### config.mk
export PLATFORM = sky130hd
export DESIGN_NAME = pipe_stage_buffer
export DESIGN_NICKNAME = d
export VERILOG_FILES = /design/src/rtl/pipe_stage_buffer.sv
export SDC_FILE = /design/constraint.sdc
export NUM_CORES = 1
export LEC_CHECK = 0
export CORE_MARGIN = 1.5
export CORE_UTILIZATION = 40
export CTS_CLUSTER_SIZE = 40
export DETAILED_ROUTE_END_ITERATION = 8
export DONT_BUFFER_PORTS = 1
export GPL_TIMING_DRIVEN = 0
export PLACE_DENSITY_LB_ADDON = 0.08
export SYNTH_ARGS = -nofsm -noshare
export SYNTH_HDL_FRONTEND = slang
export SYNTH_SLANG_ARGS = --single-unit
export TNS_END_PERCENT = 100
### constraint.sdc
create_clock -name clk -period 2.95 [get_ports clk]
set_clock_uncertainty 0.1 [all_clocks]
set_input_delay 0.295 -clock clk [delete_from_list [all_inputs] [get_ports clk]]
set_output_delay 0.295 -clock clk [all_outputs]
set_load 0.01 [all_outputs]
### src/rtl/pipe_stage_buffer.sv
// ---------------------------------------------------------------------------
// pipe_stage_buffer
//
// Generic pipeline register placed between two processor stages (IF/ID,
// ID/EX, EX/MEM, MEM/WB). It carries a DATA_W payload and a CTRL_W control
// bundle under a valid/ready handshake. With SKID_EN=1 a second (skid)
// entry absorbs one extra instruction, which keeps full throughput when
// downstream back-pressure arrives. With SKID_EN=0 the stage holds a single
// entry and in_ready is combinational.
//
// All state updates on the FALLING edge of clk. reset is asynchronous and
// active-low.
//
// Ports:
//   clk        stage clock (state updates on the falling edge)
//   reset      asynchronous active-low reset
//   in_valid   upstream presents a valid instruction
//   in_ready   this stage accepts in_data/in_ctrl on this edge
//   in_data    upstream payload            [DATA_W]
//   in_ctrl    upstream control bundle     [CTRL_W]
//   out_valid  out_data/out_ctrl hold a valid instruction
//   out_ready  downstream consumes the output on this edge
//   out_data   registered payload          [DATA_W]
//   out_ctrl   registered control bundle, all-zero when out_valid=0
//   flush      synchronous squash of every held instruction
//   stall_cnt  saturating count of edges with out_valid & ~out_ready [CNT_W]
//   clr_cnt    synchronous clear of stall_cnt
// ---------------------------------------------------------------------------
module pipe_stage_buffer #(
    parameter int DATA_W  = 32,
    parameter int CTRL_W  = 10,
    parameter int SKID_EN = 1,
    parameter int CNT_W   = 16
) (
    input  logic              clk,
    input  logic              reset,
    input  logic              in_valid,
    output logic              in_ready,
    input  logic [DATA_W-1:0] in_data,
    input  logic [CTRL_W-1:0] in_ctrl,
    output logic              out_valid,
    input  logic              out_ready,
    output logic [DATA_W-1:0] out_data,
    output logic [CTRL_W-1:0] out_ctrl,
    input  logic              flush,
    output logic [CNT_W-1:0]  stall_cnt,
    input  logic              clr_cnt
);

    // EMPTY: nothing held. FULL: main entry valid. SKID: main and skid valid.
    // SKID is unreachable when SKID_EN=0.
    typedef enum logic [1:0] {
        ST_EMPTY = 2'd0,
        ST_FULL  = 2'd1,
        ST_SKID  = 2'd2
    } state_t;

    state_t              r_state;
    state_t              w_stateNxt;

    logic [DATA_W-1:0]   r_mainData;
    logic [CTRL_W-1:0]   r_mainCtrl;
    logic [DATA_W-1:0]   r_skidData;
    logic [CTRL_W-1:0]   r_skidCtrl;

    logic [DATA_W-1:0]   w_mainDataNxt;
    logic [CTRL_W-1:0]   w_mainCtrlNxt;
    logic [DATA_W-1:0]   w_skidDataNxt;
    logic [CTRL_W-1:0]   w_skidCtrlNxt;

    // r_inReady is 0 throughout reset and becomes 1 on the first edge after
    // release; it then tracks "next state is not SKID".
    logic                r_inReady;
    logic                w_inReadyNxt;

    logic                w_accept;
    logic                w_consume;
    logic                w_stall;

    logic [CNT_W-1:0]    r_stallCnt;

    // Handshake events, evaluated for the coming falling edge.
    assign w_accept  = in_valid & in_ready;
    assign w_consume = out_valid & out_ready;
    assign w_stall   = out_valid & ~out_ready & ~flush;

    // State and entry registers. Reset clears everything immediately,
    // independent of the clock.
    always_ff @(negedge clk or negedge reset) begin
        if (!reset) begin
            r_state    <= ST_EMPTY;
            r_mainData <= '0;
            r_mainCtrl <= '0;
            r_skidData <= '0;
            r_skidCtrl <= '0;
            r_inReady  <= 1'b0;
        end else begin
            r_state    <= w_stateNxt;
            r_mainData <= w_mainDataNxt;
            r_mainCtrl <= w_mainCtrlNxt;
            r_skidData <= w_skidDataNxt;
            r_skidCtrl <= w_skidCtrlNxt;
            r_inReady  <= w_inReadyNxt;
        end
    end

    // Next-state and entry-update logic. Flush wins over every transfer:
    // any accept on a flush edge is dropped (upstream squashes the same
    // instruction) and both entries are zeroed so no stale control survives.
    // Entries that become invalid are zeroed so that out_ctrl is a clean
    // bubble and the skid never holds leftover state.
    always_comb begin
        w_stateNxt    = r_state;
        w_mainDataNxt = r_mainData;
        w_mainCtrlNxt = r_mainCtrl;
        w_skidDataNxt = r_skidData;
        w_skidCtrlNxt = r_skidCtrl;

        if (flush) begin
            w_stateNxt    = ST_EMPTY;
            w_mainDataNxt = '0;
            w_mainCtrlNxt = '0;
            w_skidDataNxt = '0;
            w_skidCtrlNxt = '0;
        end else begin
            case (r_state)
                ST_EMPTY: begin
                    if (w_accept) begin
                        w_mainDataNxt = in_data;
                        w_mainCtrlNxt = in_ctrl;
                        w_stateNxt    = ST_FULL;
                    end
                end

                ST_FULL: begin
                    if (w_consume && w_accept) begin
                        w_mainDataNxt = in_data;
                        w_mainCtrlNxt = in_ctrl;
                    end else if (w_consume) begin
                        w_mainDataNxt = '0;
                        w_mainCtrlNxt = '0;
                        w_stateNxt    = ST_EMPTY;
                    end else if (w_accept && (SKID_EN != 0)) begin
                        // Downstream is stalled but upstream already saw
                        // in_ready=1, so park the new instruction behind main.
                        w_skidDataNxt = in_data;
                        w_skidCtrlNxt = in_ctrl;
                        w_stateNxt    = ST_SKID;
                    end
                end

                ST_SKID: begin
                    // in_ready is 0 here, so no accept can occur alongside.
                    if (w_consume) begin
                        w_mainDataNxt = r_skidData;
                        w_mainCtrlNxt = r_skidCtrl;
                        w_skidDataNxt = '0;
                        w_skidCtrlNxt = '0;
                        w_stateNxt    = ST_FULL;
                    end
                end

                default: begin
                    w_stateNxt    = ST_EMPTY;
                    w_mainDataNxt = '0;
                    w_mainCtrlNxt = '0;
                    w_skidDataNxt = '0;
                    w_skidCtrlNxt = '0;
                end
            endcase
        end

        // Registered ready: upstream may send whenever the skid is free.
        w_inReadyNxt = (w_stateNxt != ST_SKID);
    end

    // Output decode. With a skid the ready is purely registered so it never
    // forms a combinational path from out_ready. Without a skid the single
    // entry can only take a new word if it drains on the same edge.
    // r_inReady still gates the no-skid ready so in_ready is low in reset.
    always_comb begin
        out_valid = (r_state != ST_EMPTY);
        out_data  = r_mainData;
        out_ctrl  = (r_state != ST_EMPTY) ? r_mainCtrl : '0;
        if (SKID_EN != 0) begin
            in_ready = r_inReady;
        end else begin
            in_ready = r_inReady & (out_ready | (r_state == ST_EMPTY));
        end
    end

    // Stall counter: clear beats increment, saturates at all-ones, and is
    // left untouched by flush so hazard statistics survive squashes.
    always_ff @(negedge clk or negedge reset) begin
        if (!reset) begin
            r_stallCnt <= '0;
        end else if (clr_cnt) begin
            r_stallCnt <= '0;
        end else if (w_stall && (r_stallCnt != {CNT_W{1'b1}})) begin
            r_stallCnt <= r_stallCnt + CNT_W'(1);
        end
    end

    assign stall_cnt = r_stallCnt;

endmodule

==> results.cfg <==
[outcome]
status = finished with violations
violations = negative setup slack

[sta]
setup_ws_ps = -156
relSlewSlack = 0.602
setup_viol = 11
fin_hold_ws_ps = 340
final_hold_viol_count = 0
drv_slew = 0
worst_pin_slew_ps = 593
rsz0062_at_grt = yes

[setup_path]
critPathTopFamily = flip-flops
cp.arrival_ps = 2710
startpoint = r_state[0]
startpoint_type = flop
max_stage_delay_ps = 450
regToRegSetupSlack_ps = 330
r2r-start = stall_cnt[1]
crit_type = flop to output pin
required_ps = 2560
reg2reg_to = stall_cnt[7]
path_cells = nor2_4, inv_2, clkbuf_16, and2_4
crit_buf_inv = 2
reg2regPathDepth = 6
crit_path_end_kind = output pin
crit_fanout = 10
critical_path.slowest_cell = dfrtn_1

[placement]
io_buffers = 0
dpl.hpwl_mm = 7.87
place.gp.congestion = 0.821
pre_cts_slack_ps = -462
dpl-instance-area_sq_um = 5110

[clocking]
clk_latency_ps = 350
cts.sinks = 103
cts-htree-levels = 3
cts_root_buffer = clkbuf_16
cts_tree = done
path_clk_slew_ps = 50
clk_path_buf_depth = 2
cts_buffers = 9

[synth]
synth_flop_cell = dfrtn_1
synth-seq-area-share = 0.529
ys_types = 41
synth_edf_count = 0
synth_area_leader_cell = dfrtn_1
synth_area_sq_um = 4870
synthTopCellsByArea = dfrtn_1, mux2i_1, o2bb2ai_1
synthCells = 466
syn_area_per_cell_sq_um = 10.4
syn_nets = 515
synth_top_area_frac = 0.529
ys_ff_latch = 103
yosysWarnings = 0
ys_async_sr_fraction = 1.00

[die]
core_area_sq_um = 12000
start_util = 0.407
die_area_sq_um = 12800
rows = 40
pin_count = 108
die_h_um = 113
die_w_um = 113

[routing]
drc = 0
drt-wirelength-per-cell_um = 18.7
viasPerCell = 5.70
drt-total-wl_mm = 11.8
final_antenna_net_count = 0
dr.first_iter.drc_count = 322
num_vias = 3602
dr.pass1.iters = 5

[hold_path]
hold_class = flop to flop
worst_hold_path.endpoint = r_mainCtrl[2]
worstHoldStart = r_mainCtrl[2]
whs_path_depth = 1

[power]
p_leak_nw = 2.41
power.share.switching = 0.249
worst_ir_drop_vdd_mv = 0.251
comb_power_share = 0.100
seq_power_share = 0.501
p_int_w = 0.00236
clkPwrFrac = 0.400
p_per_area_nw_per_um2 = 563
p_sw_w = 0.000782

[grt]
grt_pass1_vias = 3743
grt_usage = 0.196
antenna_found_initial = 0
grt_overflow = 0
grt_max_degree = 104
grt_pass1_wl_mm = 19.5

[layout]
final_cell_area_sq_um = 5590
syn_to_final_growth_pct = 14.8
layout-drive-gt1-share = 0.136
nNetsFinal = 529
layout_commonest_cell = dfrtn_1
post-route-util = 0.467
diodes = 0
layout_common_cells = dfrtn_1, nand2_1, inv_1

[flow_run]
maxCapViolCount = 0
[worst register-to-register path: cells and delay by family (launching register included)]
kind                       cells  cell delay [ps]
adders and majority gates      1              260
buffers and inverters          1              320
DFF                            1              570
muxes                          1              270
and+or+nand+nor                3              940
[layout make-up]
type | instances | area (sq um)
Inverter | 47 | 176
Tap cell | 147 | 184
Multi-Input combinational cell | 282 | 2120
Clock inverter | 4 | 52.6
Fill cell | 1112 | 6370
Clock buffer | 12 | 267
Buffer | 32 | 171
Sequential cell | 103 | 2580
Timing Repair Buffer | 5 | 37.5
[worst max path at each step]
stage          slack (ps)              to  cells past startpoint
6_report             -160     out_ctrl[0]                      4
5_1_grt              -210     out_ctrl[0]                      4
4_1_cts              -170     out_ctrl[0]                      4
3_5_place_dp         -460   r_skidData[8]                      4
3_3_place_gp         -510  r_skidData[27]                      5
2_1_floorplan        -340   stall_cnt[15]                      6
[state kept, by name (all words and copies together) (netlist names)]
| register | cells |
|---|---|
| r_mainCtrl | 10 |
| in_ready | 1 |
| r_state | 2 |
| out_data | 32 |
| r_skidData | 32 |
| r_skidCtrl | 10 |
| stall_cnt | 16 |
[cells in the mapped netlist (2+ instances only)]
| library cell | count |
|---|---|
| a2111oi_0 | 2 |
| a211oi_1 | 4 |
| a21oi_1 | 14 |
| a22oi_1 | 42 |
| a31oi_1 | 3 |
| and2_1 | 10 |
| and3_1 | 4 |
| buf_1 | 3 |
| buf_2 | 6 |
| clkbuf_1 | 24 |
| dfrtn_1 | 103 |
| inv_1 | 47 |
| mux2_2 | 2 |
| mux2i_1 | 42 |
| nand2_1 | 47 |
| nand2b_1 | 2 |
| nand3_1 | 8 |
| nand4_1 | 5 |
| nor2_1 | 10 |
| nor2b_1 | 4 |
| nor3_1 | 5 |
| nor3b_1 | 2 |
| nor4_1 | 5 |
| o21ai_0 | 4 |
| o21ba_2 | 2 |
| o2bb2ai_1 | 42 |
| o31ai_1 | 5 |
| or3_1 | 2 |
| or4_1 | 5 |
[logic make-up after synthesis]
| logic type | count (synthesis) | share of synthesized area |
|---|---|---|
| multiplexers | 45 | 0.0933 |
| buffers and inverters | 81 | 0.0655 |
| adder cells (fa/ha/maj) | 1 | 0.00257 |
| AND/OR/NAND/NOR | 115 | 0.120 |
| flip-flops | 103 | 0.529 |
| AO/OA/AOI/OAI | 121 | 0.189 |
[stage by stage]
step / TNS [ps] / instances / total power, W
after global placement: -36960 / 613 / 0.00189
after detailed placement: -35520 / 613 / 0.00189
after CTS: -1590 / 632 / 0.00319
after floorplan: -5600 / 466 / 0.00181
after global routing: -2090 / 632 / 0.00329
final: -1440 / 632 / 0.00315
[timing repair]
item,4_1_cts,5_1_grt
pin swaps,2,5
setup endpoints to repair,57,58
resized for setup,28,15
buffers inserted,4,1
hold buffers,0,0
[power by group through the flow]
stage / Clock, W / Combinational [W] / Sequential [W]
2_1_floorplan: 0 / 0.000227 / 0.00158
3_3_place_gp: 0 / 0.000291 / 0.00160
3_5_place_dp: 0 / 0.000296 / 0.00160
4_1_cts: 0.00129 / 0.000316 / 0.00158
5_1_grt: 0.00135 / 0.000354 / 0.00159
6_report: 0.00126 / 0.000314 / 0.00158
[routing by layer]
| metal | global-route usage | routed length (um) |
|---|---|---|
| met1 | 0.258 | 5390 |
| met5 | 0 | 0 |
| met4 | 0.0875 | 268 |
| met2 | 0.303 | 5430 |
| met3 | 0.0520 | 698 |
No activity file was read; power rests on OpenSTA's default activity.
